## src/rtl/axi_stream_insert_arbiter.sv

```systemverilog
// ---------------------------------------------------------------------------
// axi_stream_insert_arbiter
//
// Shares one header-insert datapath between NUM_SRC packet sources. A source
// requests by raising its header valid. One source is granted per packet; its
// header channel and AXI-Stream payload are muxed onto the m_* ports. The
// grant is held until both the header handshake and the last payload beat
// handshake of that packet have completed.
//
// Build option:
//   ARB_FIXED_PRIO_EN  defined   -> lowest requesting index always wins.
//                      undefined -> round-robin starting after the last grant.
//
// Ports:
//   clk, rst_n            clock, synchronous active-low reset
//   s_*_insert            per-source header channel (valid/data/keep/cnt/ready)
//   s_*_in                per-source payload channel (valid/data/keep/last/ready)
//   m_*_insert            header channel towards the insert block
//   m_*_in                payload channel towards the insert block
//   grant_id              index of the granted source (meaningful when busy=1)
//   busy                  a packet is currently granted
// ---------------------------------------------------------------------------
module axi_stream_insert_arbiter #(
    parameter int DATA_WD      = 32,
    parameter int DATA_BYTE_WD = DATA_WD / 8,
    parameter int BYTE_CNT_WD  = $clog2(DATA_BYTE_WD),
    parameter int NUM_SRC      = 2,
    parameter int SRC_ID_WD    = (NUM_SRC > 1) ? $clog2(NUM_SRC) : 1
) (
    input  logic                                clk,
    input  logic                                rst_n,
    input  logic [NUM_SRC-1:0]                  s_valid_insert,
    input  logic [NUM_SRC*DATA_WD-1:0]          s_data_insert,
    input  logic [NUM_SRC*DATA_BYTE_WD-1:0]     s_keep_insert,
    input  logic [NUM_SRC*(BYTE_CNT_WD+1)-1:0]  s_byte_insert_cnt,
    output logic [NUM_SRC-1:0]                  s_ready_insert,
    input  logic [NUM_SRC-1:0]                  s_valid_in,
    input  logic [NUM_SRC*DATA_WD-1:0]          s_data_in,
    input  logic [NUM_SRC*DATA_BYTE_WD-1:0]     s_keep_in,
    input  logic [NUM_SRC-1:0]                  s_last_in,
    output logic [NUM_SRC-1:0]                  s_ready_in,
    output logic                                m_valid_insert,
    output logic [DATA_WD-1:0]                  m_data_insert,
    output logic [DATA_BYTE_WD-1:0]             m_keep_insert,
    output logic [BYTE_CNT_WD:0]                m_byte_insert_cnt,
    input  logic                                m_ready_insert,
    output logic                                m_valid_in,
    output logic [DATA_WD-1:0]                  m_data_in,
    output logic [DATA_BYTE_WD-1:0]             m_keep_in,
    output logic                                m_last_in,
    input  logic                                m_ready_in,
    output logic [SRC_ID_WD-1:0]                grant_id,
    output logic                                busy
);

    typedef enum logic {IDLE = 1'b0, GRANT = 1'b1} state_t;

    state_t                 state_reg, state_next;
    logic [SRC_ID_WD-1:0]   grant_id_reg, grant_id_next;
    logic                   hdr_done_reg, hdr_done_next;
    logic                   last_done_reg, last_done_next;

    logic [SRC_ID_WD-1:0]   winner;
    logic                   winner_found;
    logic [SRC_ID_WD-1:0]   cand;

    logic                   in_grant;
    logic                   hdr_open;
    logic                   pay_open;
    logic                   hdr_hs;
    logic                   last_hs;

    // Per-source unpacked views of the flat input buses, indexed by grant id.
    logic [DATA_WD-1:0]      data_insert_arr [NUM_SRC];
    logic [DATA_BYTE_WD-1:0] keep_insert_arr [NUM_SRC];
    logic [BYTE_CNT_WD:0]    cnt_insert_arr  [NUM_SRC];
    logic [DATA_WD-1:0]      data_in_arr     [NUM_SRC];
    logic [DATA_BYTE_WD-1:0] keep_in_arr     [NUM_SRC];

    assign in_grant = (state_reg == GRANT);
    // Once a channel of this packet has completed it is closed, so a second
    // header (or the next packet's payload) from the same source waits.
    assign hdr_open = in_grant & ~hdr_done_reg;
    assign pay_open = in_grant & ~last_done_reg;

    generate
        for (genvar gi = 0; gi < NUM_SRC; gi++) begin : g_src
            assign data_insert_arr[gi] = s_data_insert[gi*DATA_WD +: DATA_WD];
            assign keep_insert_arr[gi] = s_keep_insert[gi*DATA_BYTE_WD +: DATA_BYTE_WD];
            assign cnt_insert_arr[gi]  = s_byte_insert_cnt[gi*(BYTE_CNT_WD+1) +: (BYTE_CNT_WD+1)];
            assign data_in_arr[gi]     = s_data_in[gi*DATA_WD +: DATA_WD];
            assign keep_in_arr[gi]     = s_keep_in[gi*DATA_BYTE_WD +: DATA_BYTE_WD];

            assign s_ready_insert[gi] = hdr_open & (grant_id_reg == SRC_ID_WD'(gi)) & m_ready_insert;
            assign s_ready_in[gi]     = pay_open & (grant_id_reg == SRC_ID_WD'(gi)) & m_ready_in;
        end
    endgenerate

    // Master-side mux; everything is zero while idle.
    assign m_valid_insert    = hdr_open & s_valid_insert[grant_id_reg];
    assign m_data_insert     = in_grant ? data_insert_arr[grant_id_reg] : '0;
    assign m_keep_insert     = in_grant ? keep_insert_arr[grant_id_reg] : '0;
    assign m_byte_insert_cnt = in_grant ? cnt_insert_arr[grant_id_reg]  : '0;
    assign m_valid_in        = pay_open & s_valid_in[grant_id_reg];
    assign m_data_in         = in_grant ? data_in_arr[grant_id_reg] : '0;
    assign m_keep_in         = in_grant ? keep_in_arr[grant_id_reg] : '0;
    assign m_last_in         = in_grant & s_last_in[grant_id_reg];

    assign hdr_hs  = m_valid_insert & m_ready_insert;
    assign last_hs = m_valid_in & m_ready_in & m_last_in;

    assign grant_id = grant_id_reg;
    assign busy     = in_grant;

`ifdef ARB_FIXED_PRIO_EN
    // Scan from the highest index down so the lowest requester is kept last.
    always_comb begin
        winner       = '0;
        winner_found = 1'b0;
        cand         = '0;
        for (int k = NUM_SRC - 1; k >= 0; k--) begin
            cand = SRC_ID_WD'(k);
            if (s_valid_insert[cand]) begin
                winner       = cand;
                winner_found = 1'b1;
            end
        end
    end
`else
    logic [SRC_ID_WD-1:0] ptr_reg;

    // Candidates are visited farthest-first so the one right after the
    // pointer (offset 1) overrides all others when it requests.
    always_comb begin
        winner       = '0;
        winner_found = 1'b0;
        cand         = '0;
        for (int k = NUM_SRC; k >= 1; k--) begin
            cand = SRC_ID_WD'((int'(ptr_reg) + k) % NUM_SRC);
            if (s_valid_insert[cand]) begin
                winner       = cand;
                winner_found = 1'b1;
            end
        end
    end

    // Pointer remembers the source of the packet that just finished.
    always_ff @(posedge clk) begin
        if (!rst_n) begin
            ptr_reg <= SRC_ID_WD'(NUM_SRC - 1);
        end else if (state_reg == GRANT && state_next == IDLE) begin
            ptr_reg <= grant_id_reg;
        end
    end
`endif

    always_comb begin
        state_next     = state_reg;
        grant_id_next  = grant_id_reg;
        hdr_done_next  = hdr_done_reg;
        last_done_next = last_done_reg;
        case (state_reg)
            IDLE: begin
                if (winner_found) begin
                    state_next     = GRANT;
                    grant_id_next  = winner;
                    hdr_done_next  = 1'b0;
                    last_done_next = 1'b0;
                end
            end
            GRANT: begin
                // Either channel may finish first; the packet ends only when
                // both have, counting handshakes that happen this cycle.
                if ((hdr_done_reg | hdr_hs) && (last_done_reg | last_hs)) begin
                    state_next     = IDLE;
                    hdr_done_next  = 1'b0;
                    last_done_next = 1'b0;
                end else begin
                    hdr_done_next  = hdr_done_reg | hdr_hs;
                    last_done_next = last_done_reg | last_hs;
                end
            end
            default: state_next = IDLE;
        endcase
    end

    always_ff @(posedge clk) begin
        if (!rst_n) begin
            state_reg     <= IDLE;
            grant_id_reg  <= '0;
            hdr_done_reg  <= 1'b0;
            last_done_reg <= 1'b0;
        end else begin
            state_reg     <= state_next;
            grant_id_reg  <= grant_id_next;
            hdr_done_reg  <= hdr_done_next;
            last_done_reg <= last_done_next;
        end
    end

endmodule

```

## config.mk

```make
export PLATFORM = sky130hd
export DESIGN_NAME = axi_stream_insert_arbiter
export DESIGN_NICKNAME = d
export VERILOG_FILES = /design/src/rtl/axi_stream_insert_arbiter.sv
export SDC_FILE = /design/constraint.sdc
export NUM_CORES = 1
export LEC_CHECK = 0
export ABC_AREA = 1
export BUFFER_PORTS_ARGS = -buffer_cell sky130_fd_sc_hd__clkbuf_2
export CORE_AREA = 2 2 96 98
export CTS_CLUSTER_DIAMETER = 80
export DETAILED_ROUTE_END_ITERATION = 16
export DIE_AREA = 0 0 98 100
export HOLD_SLACK_MARGIN = 0.02
export PLACE_DENSITY = 0.62
export SYNTH_ARGS = -nofsm -noshare
export SYNTH_HDL_FRONTEND = slang
export SYNTH_SLANG_ARGS = --single-unit
```

## constraint.sdc

```tcl
create_clock -name clk -period 3 [get_ports clk]
set_clock_uncertainty 0.2 [all_clocks]
set_input_delay 0.15 -clock clk [delete_from_list [all_inputs] [get_ports clk]]
set_output_delay 0.15 -clock clk [all_outputs]
set_load 0.01 [all_outputs]
```

==> results.toml <==
[synth]
synth_cells = 306
synth_cell_types = 23
postSynth.asyncResetShare = 0
ys_seq_elements = 5
synth-seq-area-share = 0.07080
syn_area_per_cell_um2 = 4.620
yosys_warnings = 0
synthFlopType = "dfxtp_1"
synth_edf_count = 0
syn_nets = 466
syn-cell-area_um2 = 1414

[clocking]
cts_resized = 0
clock-root-buffer = "clkbuf_8"
clockBufferDepth = 2
clk_latency_ns = 0.22
cts-buffers-inserted = 3
clock_sink_count = 5
h-tree-depth = 1
path_clk_slew_ns = 0.03
cts_tree = "done"

[placement]
dpl_worst_slack_ns = 0.8565
placed_cells = 638
place_hpwl_um = 5843
numPortBuffers = 243
gp_congestion = 0.8380

[critical_path]
start_kind = "register"
crit_path_cell_trace = "buf_4, o21ai_0, nor2_1, clkbuf_2"
criticalPathCategory = "register to output port"
cp_max_fo = 44
crit_path_max_incr_delay_ns = 0.77
cp_num_cells = 4
cpLargestDelayFamily = "flip-flops"
crit_buf_inv = 2
crit_slowest_cell = "dfxtp_2"
critPathRequiredTime_ns = 2.65
arrival_ns = 1.93
r2r_slack_ns = 0.88
ff2ff_path_depth = 9
endpoint_kind = "output port"

[global_routing]
grt_max_degree = 47
overflow = 0
grt_usage = 0.1329
grt_pass1_wl_um = 11070
grt_pass1_vias = 2417
grt_antenna_before_repair = 0

[cells_and_area]
post-route-util = 0.3075
fill_cells = 1039
final_nets = 693
layout_common_cells = "243 x clkbuf_2, 152 x nor2_1, 77 x o21ai_0"
final_common_cell = "clkbuf_2"
multiInputGateArea_um2 = 1150
syn_to_final_growth_pct = 93.36
fin_cells = 643
regArea_um2 = 102.6
drive_above_1_share = 0.4887
antenna_cells = 0

[sta]
setup_tns_ns = 0
fin_crit_sh = 0.7584
worst_pin_slew_ns = 0.7067
timing.final.ws_setup_ns = 0.7249
setup_viol = 0
slew_violations = 0
slew_headroom = 0.5289
hold_violations = 0
fmax_mhz = 439.5
min_period_ns = 2.275
rsz0062_at_grt = "no"

[floorplan]
die_x_um = 98
core_region_area_um2 = 8890
die-area_um2 = 9800
die_h_um = 100
io_pins = 244
initial_utilization = 0.1590
rows = 35

[route]
drt-initial-drc-count = 54
ant_nets = 0
viasPerCell = 4.295
route.vias.total = 2762
firstDrtPassIters = 5
drc = 0
detail_route.wl_per_cell_um = 11.15
wl_um = 7168

[hold_path]
holdPathStages = 3
hp-class = "primary input to register"

[power]
p_leak_nw = 1.712
powerDensity_nw_per_um2 = 206.9
p_total_mw = 0.5656
ir_worst_vdd_mv = 0.2076

[status]
status = "completed"

[run]
drv_cap = 0
-- per-layer routing --
| metal | GRT usage | share of wire |
|---|---|---|
| met1 | 0.1731 | 0.41 |
| met2 | 0.2350 | 0.51 |
| met3 | 0.01880 | 0.068 |
| met4 | 0.02671 | 0.010 |
| met5 | 0 | 0 |
-- what timing repair did --
item                                   in CTS  in global routing
endpoints found under the hold margin       1                  0
hold buffers                                1                  0
setup buffers                               0                  0
-- metrics by stage --
stage | hold slack (ns) | area, um2
floorplan | 0.03461 | 1414
global placement | 0.1492 | 2679
detailed placement | 0.1516 | 2679
CTS | 0.02151 | 2734
global route | 0.04732 | 2734
finish | 0.02481 | 2734
-- cell usage after synthesis (2+ instances only) --
master,n,share of area
buf_6,2,0.016
a21oi_1,4,0.014
nor4_1,2,0.0088
inv_2,2,0.0053
nand2_1,10,0.027
nor3_1,3,0.011
inv_1,9,0.024
clkbuf_1,17,0.045
o21ai_0,77,0.27
buf_2,5,0.018
nand2_2,2,0.0088
nor2_1,152,0.40
nand3_1,6,0.021
nor2_4,2,0.016
dfxtp_1,5,0.071
-- worst reg2reg max path: cells and delay by family (launching register included) --
family          cells  cell delay [ns]
compound gates      1             0.16
simple gates        6             0.58
buf+inv             2             0.54
flops               1             0.52
-- cells by family after synthesis --
group	Yosys count	share of synthesized area
simple gates	181	0.5133
compound gates	83	0.3000
buf+inv	37	0.1159
flops	5	0.07080
-- path summary, 6_finish.rpt --
check | startpoint | to
worst max-delay path | grant_id | m_data_in[20]
worst min-delay path | s_valid_insert[1] | grant_id
worst max register to register | grant_id | ptr_reg
worst min register to register | ptr_reg | ptr_reg
-- layout make-up --
| type | instances | area share |
|---|---|---|
| multi-input cells | 264 | 0.4206 |
| well taps | 111 | 0.05080 |
| repair buffers | 248 | 0.4595 |
| inverters | 11 | 0.01510 |
| flip-flops and latches | 5 | 0.03753 |
| clock buffers | 4 | 0.01648 |
-- power by group --
part	internal [mW]	switching, mW	total, mW
combinational	0.167	0.189	0.356
clock	0.0913	0.0336	0.125
sequential	0.0693	0.0152	0.0845
Power figures use the tool's default switching activity.
